$ cat config.mk
export PLATFORM = sky130hd
export DESIGN_NAME = mem_stream_reader_flat
export DESIGN_NICKNAME = d
export VERILOG_FILES = /design/src/rtl/mem_stream_pkg.sv /design/src/rtl/mem_stream_reader_if.sv /design/src/rtl/stream_fifo.sv /design/src/rtl/mem_stream_reader.sv /design/src/flat_wrapper.sv
export SDC_FILE = /design/constraint.sdc
export NUM_CORES = 1
export LEC_CHECK = 0
export ABC_CLOCK_PERIOD_IN_PS = 3700
export CAP_MARGIN = 20
export CORE_MARGIN = 1.5
export CORE_UTILIZATION = 45
export CTS_CLUSTER_DIAMETER = 50
export DETAILED_ROUTE_END_ITERATION = 8
export GPL_TIMING_DRIVEN = 0
export PLACE_DENSITY = 0.68
export SLEW_MARGIN = 20
export SYNTH_ARGS = -nofsm -noshare
export SYNTH_HDL_FRONTEND = slang
export SYNTH_HIERARCHICAL = 1
export SYNTH_SLANG_ARGS = --single-unit
$ cat constraint.sdc
create_clock -name clk -period 3.7 [get_ports clk]
set_clock_uncertainty 0.05 [all_clocks]
set_input_delay 0.37 -clock clk [delete_from_list [all_inputs] [get_ports clk]]
set_output_delay 0.37 -clock clk [all_outputs]
set_load 0.01 [all_outputs]
$ cat src/rtl/mem_stream_pkg.sv
// mem_stream_pkg: shared types and constants for the memory stream reader.
//   stream_state_t : controller FSM states (IDLE, STREAM, DRAIN, DONE)
//   FIFO_DEPTH     : number of entries in the output buffer
//   FIFO_CNT_W     : width of the buffer occupancy count (holds 0..FIFO_DEPTH)
package mem_stream_pkg;

  typedef enum logic [1:0] {
    IDLE   = 2'd0,
    STREAM = 2'd1,
    DRAIN  = 2'd2,
    DONE   = 2'd3
  } stream_state_t;

  localparam int FIFO_DEPTH = 2;
  localparam int FIFO_CNT_W = $clog2(FIFO_DEPTH + 1);
  localparam int FIFO_PTR_W = (FIFO_DEPTH > 1) ? $clog2(FIFO_DEPTH) : 1;

endpackage

$ cat src/rtl/mem_stream_reader_if.sv
// mem_stream_reader_if: bundles the memory read port and the downstream
// word stream of the memory stream reader.
//   mem_read_addr / mem_read_en : read request to the memory
//   mem_qout                    : read data, valid in the same cycle as mem_read_en
//   out_data / out_valid        : stream word offered downstream
//   out_ready                   : downstream accept
// Modports: master = the reader, slave = memory plus downstream consumer.
//
// Stream handshake: a word transfers on a rising clock edge where
// out_valid && out_ready. While out_valid is high, out_data is stable and
// out_valid does not drop until that transfer happens; out_ready may
// change freely and has no effect while out_valid is low.
interface mem_stream_reader_if #(
  parameter int  WIDTH  = 16,
  parameter int  HEIGHT = 128,
  localparam int ADDR_W = $clog2(HEIGHT)
);

  logic [ADDR_W-1:0] mem_read_addr;
  logic              mem_read_en;
  logic [WIDTH-1:0]  mem_qout;
  logic [WIDTH-1:0]  out_data;
  logic              out_valid;
  logic              out_ready;

  modport master (
    output mem_read_addr,
    output mem_read_en,
    input  mem_qout,
    output out_data,
    output out_valid,
    input  out_ready
  );

  modport slave (
    input  mem_read_addr,
    input  mem_read_en,
    output mem_qout,
    input  out_data,
    input  out_valid,
    output out_ready
  );

endinterface

$ cat src/rtl/stream_fifo.sv
// stream_fifo: small synchronous FIFO holding every word the reader has
// fetched but not yet handed downstream.
// Ports:
//   clk, rst   : clock, synchronous active-high reset (empties and zeroes storage)
//   push       : write push_data at the tail (accepted if not full, or if
//                a pop happens in the same cycle)
//   push_data  : word to write
//   pop        : remove the head word (ignored when empty)
//   head       : current head word (registered storage, no bypass)
//   full/empty : occupancy flags
//   count      : number of stored words
module stream_fifo
  import mem_stream_pkg::*;
#(
  parameter int WIDTH = 16
) (
  input  logic                  clk,
  input  logic                  rst,
  input  logic                  push,
  input  logic [WIDTH-1:0]      push_data,
  input  logic                  pop,
  output logic [WIDTH-1:0]      head,
  output logic                  full,
  output logic                  empty,
  output logic [FIFO_CNT_W-1:0] count
);

  logic [WIDTH-1:0]      store [FIFO_DEPTH];
  logic [FIFO_PTR_W-1:0] wr_ptr;
  logic [FIFO_PTR_W-1:0] rd_ptr;
  logic                  push_ok;
  logic                  pop_ok;

  assign full  = (count == FIFO_CNT_W'(FIFO_DEPTH));
  assign empty = (count == '0);
  assign head  = store[rd_ptr];

  // A push into a full FIFO is fine when the head leaves in the same cycle.
  assign pop_ok  = pop && !empty;
  assign push_ok = push && (!full || pop_ok);

  function automatic logic [FIFO_PTR_W-1:0] ptr_inc(input logic [FIFO_PTR_W-1:0] p);
    ptr_inc = (p == FIFO_PTR_W'(FIFO_DEPTH - 1)) ? '0 : p + FIFO_PTR_W'(1);
  endfunction

  always_ff @(posedge clk) begin
    if (rst) begin
      wr_ptr <= '0;
      rd_ptr <= '0;
      count  <= '0;
      for (int i = 0; i < FIFO_DEPTH; i++) begin
        store[i] <= '0;
      end
    end else begin
      if (push_ok) begin
        store[wr_ptr] <= push_data;
        wr_ptr        <= ptr_inc(wr_ptr);
      end
      if (pop_ok) begin
        rd_ptr <= ptr_inc(rd_ptr);
      end
      case ({push_ok, pop_ok})
        2'b10:   count <= count + FIFO_CNT_W'(1);
        2'b01:   count <= count - FIFO_CNT_W'(1);
        default: count <= count;
      endcase
    end
  end

endmodule

$ cat src/rtl/mem_stream_reader.sv
// mem_stream_reader: read-side controller for a memory with a combinational
// read port. Accepts a (base, length) request, reads one word per cycle and
// streams the words downstream through a 2-entry FIFO. A read is only issued
// when its word has somewhere to go, so backpressure stalls the reads.
// Ports:
//   clk, rst   : clock, synchronous active-high reset
//   start      : request strobe, only looked at while idle
//   base_addr  : first word address
//   length     : number of words (0..HEIGHT)
//   stride     : address step (only with MEM_STREAM_STRIDE_EN defined)
//   busy       : high whenever a request is in progress
//   done       : one-cycle pulse at request completion
//   dbg_state  : current FSM state
//   bus        : memory read port and output stream (master side)
// Build option: define MEM_STREAM_STRIDE_EN to add the stride input;
// otherwise addresses advance by 1.
module mem_stream_reader
  import mem_stream_pkg::*;
#(
  parameter int  WIDTH  = 16,
  parameter int  HEIGHT = 128,
  localparam int ADDR_W = $clog2(HEIGHT),
  localparam int LEN_W  = $clog2(HEIGHT) + 1
) (
  input  logic              clk,
  input  logic              rst,
  input  logic              start,
  input  logic [ADDR_W-1:0] base_addr,
  input  logic [LEN_W-1:0]  length,
`ifdef MEM_STREAM_STRIDE_EN
  input  logic [ADDR_W-1:0] stride,
`endif
  output logic              busy,
  output logic              done,
  output stream_state_t     dbg_state,
  mem_stream_reader_if.master bus
);

  stream_state_t state;
  stream_state_t state_next;

  logic [ADDR_W-1:0]     addr;
  logic [ADDR_W-1:0]     addr_next;
  logic [ADDR_W:0]       addr_sum;
  logic [ADDR_W-1:0]     step;
  logic [LEN_W-1:0]      issue_cnt;
  logic [LEN_W-1:0]      pop_cnt;

  logic                  issue;
  logic                  pop;
  logic                  accept;
  logic                  fifo_full;
  logic                  fifo_empty;
  logic [FIFO_CNT_W-1:0] fifo_count;
  logic [WIDTH-1:0]      fifo_head;

`ifdef MEM_STREAM_STRIDE_EN
  logic [ADDR_W-1:0] stride_q;
  assign step = stride_q;
`else
  assign step = ADDR_W'(1);
`endif

  // Handshake and read-issue decisions.
  assign pop    = !fifo_empty && bus.out_ready;
  assign accept = (state == IDLE) && start && (length != '0);
  assign issue  = (state == STREAM) &&
                  ((fifo_count < FIFO_CNT_W'(FIFO_DEPTH)) || (fifo_full && pop));

  // Sum is formed one bit wider so the modulo is correct for any HEIGHT,
  // power of two or not.
  assign addr_sum  = {1'b0, addr} + {1'b0, step};
  assign addr_next = ADDR_W'(addr_sum % (ADDR_W + 1)'(HEIGHT));

  // State register.
  always_ff @(posedge clk) begin
    if (rst) begin
      state <= IDLE;
    end else begin
      state <= state_next;
    end
  end

  // Next-state logic.
  always_comb begin
    state_next = state;
    case (state)
      IDLE: begin
        if (start) begin
          state_next = (length != '0) ? STREAM : DONE;
        end
      end
      STREAM: begin
        if (issue && (issue_cnt == LEN_W'(1))) begin
          state_next = DRAIN;
        end
      end
      DRAIN: begin
        // Finish as soon as the last outstanding word is leaving.
        if ((pop_cnt == '0) || ((pop_cnt == LEN_W'(1)) && pop)) begin
          state_next = DONE;
        end
      end
      DONE: begin
        state_next = IDLE;
      end
      default: begin
        state_next = IDLE;
      end
    endcase
  end

  // Address and counter datapath.
  always_ff @(posedge clk) begin
    if (rst) begin
      addr      <= '0;
      issue_cnt <= '0;
      pop_cnt   <= '0;
`ifdef MEM_STREAM_STRIDE_EN
      stride_q  <= '0;
`endif
    end else begin
      if (accept) begin
        addr      <= base_addr;
        issue_cnt <= length;
        pop_cnt   <= length;
`ifdef MEM_STREAM_STRIDE_EN
        stride_q  <= stride;
`endif
      end else begin
        if (issue) begin
          addr      <= addr_next;
          issue_cnt <= issue_cnt - LEN_W'(1);
        end
        if ((state != IDLE) && pop) begin
          pop_cnt <= pop_cnt - LEN_W'(1);
        end
      end
    end
  end

  stream_fifo #(
    .WIDTH (WIDTH)
  ) u_fifo (
    .clk       (clk),
    .rst       (rst),
    .push      (issue),
    .push_data (bus.mem_qout),
    .pop       (pop),
    .head      (fifo_head),
    .full      (fifo_full),
    .empty     (fifo_empty),
    .count     (fifo_count)
  );

  // Address is forced to 0 on idle cycles so the memory never sees X.
  assign bus.mem_read_en   = issue;
  assign bus.mem_read_addr = issue ? addr : '0;
  assign bus.out_data      = fifo_head;
  assign bus.out_valid     = !fifo_empty;

  assign busy      = (state != IDLE);
  assign done      = (state == DONE);
  assign dbg_state = state;

endmodule

$ cat src/flat_wrapper.sv
// flat-port wrapper written by rule: the top's interface ports become plain ports
module mem_stream_reader_flat import mem_stream_pkg::*;
#(
  parameter int  WIDTH  = 16,
  parameter int  HEIGHT = 128,
  localparam int ADDR_W = $clog2(HEIGHT),
  localparam int LEN_W  = $clog2(HEIGHT) + 1
)
  (clk, rst, start, base_addr, length, busy, done, dbg_state, bus_mem_read_addr, bus_mem_read_en, bus_mem_qout, bus_out_data, bus_out_valid, bus_out_ready);
  mem_stream_reader_if #(.WIDTH(WIDTH), .HEIGHT(HEIGHT)) bus_i ();
  input  logic clk;
  input  logic rst;
  input  logic start;
  input  logic [ADDR_W-1:0] base_addr;
  input  logic [LEN_W-1:0] length;
  output logic busy;
  output logic done;
  output stream_state_t dbg_state;
  output wire logic [$bits(bus_i.mem_read_addr)-1:0] bus_mem_read_addr;
  output wire logic [$bits(bus_i.mem_read_en)-1:0] bus_mem_read_en;
  input wire logic [$bits(bus_i.mem_qout)-1:0] bus_mem_qout;
  output wire logic [$bits(bus_i.out_data)-1:0] bus_out_data;
  output wire logic [$bits(bus_i.out_valid)-1:0] bus_out_valid;
  input wire logic [$bits(bus_i.out_ready)-1:0] bus_out_ready;
  assign bus_mem_read_addr = bus_i.mem_read_addr;
  assign bus_mem_read_en = bus_i.mem_read_en;
  assign bus_i.mem_qout = bus_mem_qout;
  assign bus_out_data = bus_i.out_data;
  assign bus_out_valid = bus_i.out_valid;
  assign bus_i.out_ready = bus_out_ready;
  mem_stream_reader #(.WIDTH(WIDTH), .HEIGHT(HEIGHT)) u_core (.clk(clk), .rst(rst), .start(start), .base_addr(base_addr), .length(length), .busy(busy), .done(done), .dbg_state(dbg_state), .bus(bus_i));
endmodule
==> run summary <==
==================================================================================
Wire length of the first global-routing pass                              10700 um
Terminus of the critical flop-to-flop path                            u_core/u_fifo/store[1][0]$_SDFFCE_PN0P_
Maximum clock path buffer count                                                  2
Number of buffer and inverter instances along the worst setup path               2
Number of synthesized flops with an enable pin                                  32
Initial core utilization                                                     46.2%
Class of the worst hold path                                          input port to flip-flop
Filler instances                                                               605
Area share of the largest cell type after synthesis                          29.0%
Leakage                                                                    1.60 nW
Grt ovf                                                                          0
Most frequent cells in the layout                                     62 x clkdlybuf4s50_1, 39 x and2_1, 32 x edfxtp_1, 30 x dfxtp_1, 26 x nor2_1
Die outline height                                                         88.9 um
Sink Count                                                                      62
Critical path cell sequence                                           buf_6 > nor2_1 > nand3b_4 > a21oi_2 > buf_2 > nand2_1 > nor3_4 > or2_1
Relative slew slack                                                          50.5%
Unrepaired setup endpoints after global routing                              false
Endpoint of the worst hold-timing path                                u_core/u_fifo/rd_ptr$_SDFFE_PP0P_
Actual slew at the worst max-slew pin                                     0.743 ns
Final worst path period need                                               3.34 ns
Flops & latches, synth                                                          62
Library cells used by synthesis                                                 56
Count of final setup violators                                                   0
Slowest cell on the critical path                                            or2_1
Utilization after layout                                                     59.9%
Count of mapped cells out of synthesis                                         311
Routability-driven placement congestion ratio                                0.767
Family of cells with the greatest summed delay on the critical path   simple AND/OR/NAND/NOR gates
Number of rows in the core area                                                 31
Outcome                                                               finished, final reports clean
Worst Min Path Start                                                           rst
Max-cap check violation count                                                    0
Residual DRC                                                                     0
Antenna Violating Nets Remaining                                                 0
Final Cycle Share                                                            90.2%
Async S/R FF share, synth                                                       0%
Via count normalized by instance count                                        5.32
Internal power                                                             1.85 mW
First-pass iteration count of the detailed router                                4
Wire length after detailed routing                                         6990 um
Total Nets Final                                                               431
Instance count along the most critical hold path                                 2
Clock tree from TritonCTS                                                    built
Via Count                                                                     2603
CTS Hold Bufs                                                                    0
Per-instance average area after synthesis                               10.7 sq um
Post-CTS setup buffers                                                           0
Die footprint                                                           7900 sq um
Logic pwr share                                                              40.2%
Detailed-route wire length per cell                                        14.3 um
Final worst hold slack                                                    0.387 ns
Total of warnings raised by yosys                                                6
Req. time, crit path                                                       3.62 ns
Relative contribution of sequential cells to total power                     36.7%
IO Pins                                                                         64
Commonest register cell after synthesis                                   edfxtp_1
Count of inserted antenna diode cells                                            0
Layout overhead on the synthesized area                                      29.4%
Largest stage delay on the critical path                                   0.64 ns
Top fanout value on the critical path                                           17
Port Buf Inserts                                                                62
Startpoint type of the worst setup path                                  flip-flop
Initial antenna violation count                                                  0
Net Sw Power                                                              0.924 mW
VDD IR max                                                                0.386 mV
Hold violation total from the final report                                       0
PwrDens                                                                646 nW/um^2
FMAX                                                                     0.300 GHz
Root buffer selected by CTS                                               clkbuf_8
Proportion of synthesized chip area in sequential cells                      47.1%
Share of final-layout standard cells stronger than drive strength 1          14.4%
Final HPWL DP                                                              5140 um
FF-to-FF path depth                                                              8
Die Width                                                                  88.9 um
Via count of the first global-routing pass                                    2402
Post-synthesis instance area                                            3320 sq um
Final Slew Violations                                                            0
Startpoint of the most critical register-to-register path             u_core/u_fifo/count[1]$_SDFFE_PP0P_
Layout Cells excl Fill                                                         489
Data arrival at the endpoint of the critical path                          3.25 ns
Leading cell type in the layout, fill and taps excluded               clkdlybuf4s50_1
DRC marker count from the first detailed-route iteration                        52
Critical Path Sink Type                                                  flip-flop
Reg clk slew, reported paths                                               0.06 ns
Total area of sequential cells                                          1560 sq um
Cell taking the most area after synthesis                                 edfxtp_1
Core area                                                               7180 sq um
Most area-consuming cells after synthesis                             edfxtp_1 29%, dfxtp_1 18%, and2_1 7.4%
Portion of total power attributed to the clock network                       23.0%
Switching share of total power                                               33.3%
Critical path class                                                   flip-flop to flip-flop
Pin count of the biggest net entering global routing                            18
CTS resizes                                                                      0
TritonCTS Buffers                                                                9
Total area of multi-input combinational cells                           1630 sq um
Worst skew pair latency                                                    0.34 ns
Max H-tree Level                                                                 3
Post-synthesis net count                                                       357
Worst R2R Setup Slack                                                      0.36 ns
GRT Resource Usage Total                                                     18.2%
Final setup TNS                                                               0 ns
Cell Count Post-Placement                                                      473
==================================================================================
-- synth_stat cells, drive strengths merged (5+ instances only) --
library cell	n
nor2	26
inv	15
ha	11
nand3	9
a211oi	10
a311oi	5
a21oi	11
and2	39
mux2	17
dfxtp	30
clkbuf	5
xor2	6
nand4	5
nor3	5
a31oi	5
nand2b	6
nand2	11
edfxtp	32
buf	10
-- per-stage QoR --
| step | power [mW] | area, sq um | worst slack [ns] |
|---|---|---|---|
| finish | 2.78 | 4300 | 0.364 |
| global route | 2.95 | 4300 | 0.143 |
| CTS | 2.79 | 4300 | 0.369 |
| detailed placement | 2.15 | 4080 | 0.280 |
| global placement | 2.11 | 4060 | -0.0112 |
| floorplan | 1.73 | 3320 | 0.861 |
-- registers in the layout, indices dropped and copies added, names as in the netlist, named ones only --
register and flops:
u_core/u_fifo/count 2, u_core/u_fifo/store 32, u_core/issue_cnt 8, u_core/pop_cnt 8, u_core/addr 7, u_core/dbg_state 2
u_core/u_fifo/rd_ptr 1, u_core/u_fifo/wr_ptr 1
-- layer usage --
layer / track usage, % / up-vias / wire length, um
li1: - / 1276 / -
met1: 21.6 / 1246 / 2960
met2: 31.1 / 68 / 3540
met3: 3.64 / 13 / 344
met4: 9.52 / 0 / 147
met5: 0 / - / 0
-- logic make-up (layout without fill, tap and decap cells) --
group	after synthesis	after routing	share of synthesized area, %
simple gates	121	121	21.6
flops	62	62	47.1
compound gates	56	56	13.4
buf+inv	30	109	4.07
mux	21	21	7.09
fa+ha+maj	11	11	4.15
xor+xnor	10	10	2.64
-- worst reg2reg max path: stages (launching register included) --
cell	delay (ns)
dfxtp_1	0.55
buf_6	0.19
nor2_1	0.12
nand3b_4	0.24
a21oi_2	0.38
buf_2	0.39
nand2_1	0.15
nor3_4	0.27
or2_1	0.64
-- cell type report --
| type | instances | area share (%) |
|---|---|---|
| Multi-Input combinational cell | 219 | 37.8 |
| Sequential cell | 62 | 36.4 |
| Timing Repair Buffer | 63 | 14.8 |
| Clock buffer | 10 | 2.97 |
| Tap cell | 99 | 2.88 |
| Clock inverter | 6 | 2.01 |
| Buffer | 15 | 1.84 |
| Inverter | 15 | 1.31 |
-- power groups by stage --
stage	sequential, mW	clock (mW)	combinational [mW]
2_1_floorplan	1.01	0	0.718
3_3_place_gp	1.03	0	1.08
3_5_place_dp	1.03	0	1.12
4_1_cts	1.02	0.647	1.13
5_1_grt	1.04	0.679	1.23
6_report	1.02	0.639	1.12
-- worst max path at each step --
stage               depth (start not counted)  slack [ns]                                 from                                 endpoint
global placement                            6       -0.01                        bus_out_ready  u_core/u_fifo/store[0][4]$_SDFFCE_PN0P_
finish                                      8        0.36  u_core/u_fifo/count[1]$_SDFFE_PP0P_  u_core/u_fifo/store[1][0]$_SDFFCE_PN0P_
detailed placement                          7        0.28                        bus_out_ready  u_core/u_fifo/store[1][4]$_SDFFCE_PN0P_
floorplan                                   7        0.86  u_core/u_fifo/count[1]$_SDFFE_PP0P_  u_core/u_fifo/store[0][0]$_SDFFCE_PN0P_
CTS                                         8        0.37  u_core/u_fifo/count[1]$_SDFFE_PP0P_  u_core/u_fifo/store[1][0]$_SDFFCE_PN0P_
global route                                8        0.14  u_core/u_fifo/count[1]$_SDFFE_PP0P_  u_core/u_fifo/store[1][0]$_SDFFCE_PN0P_
Power figures use the tool's default switching activity.
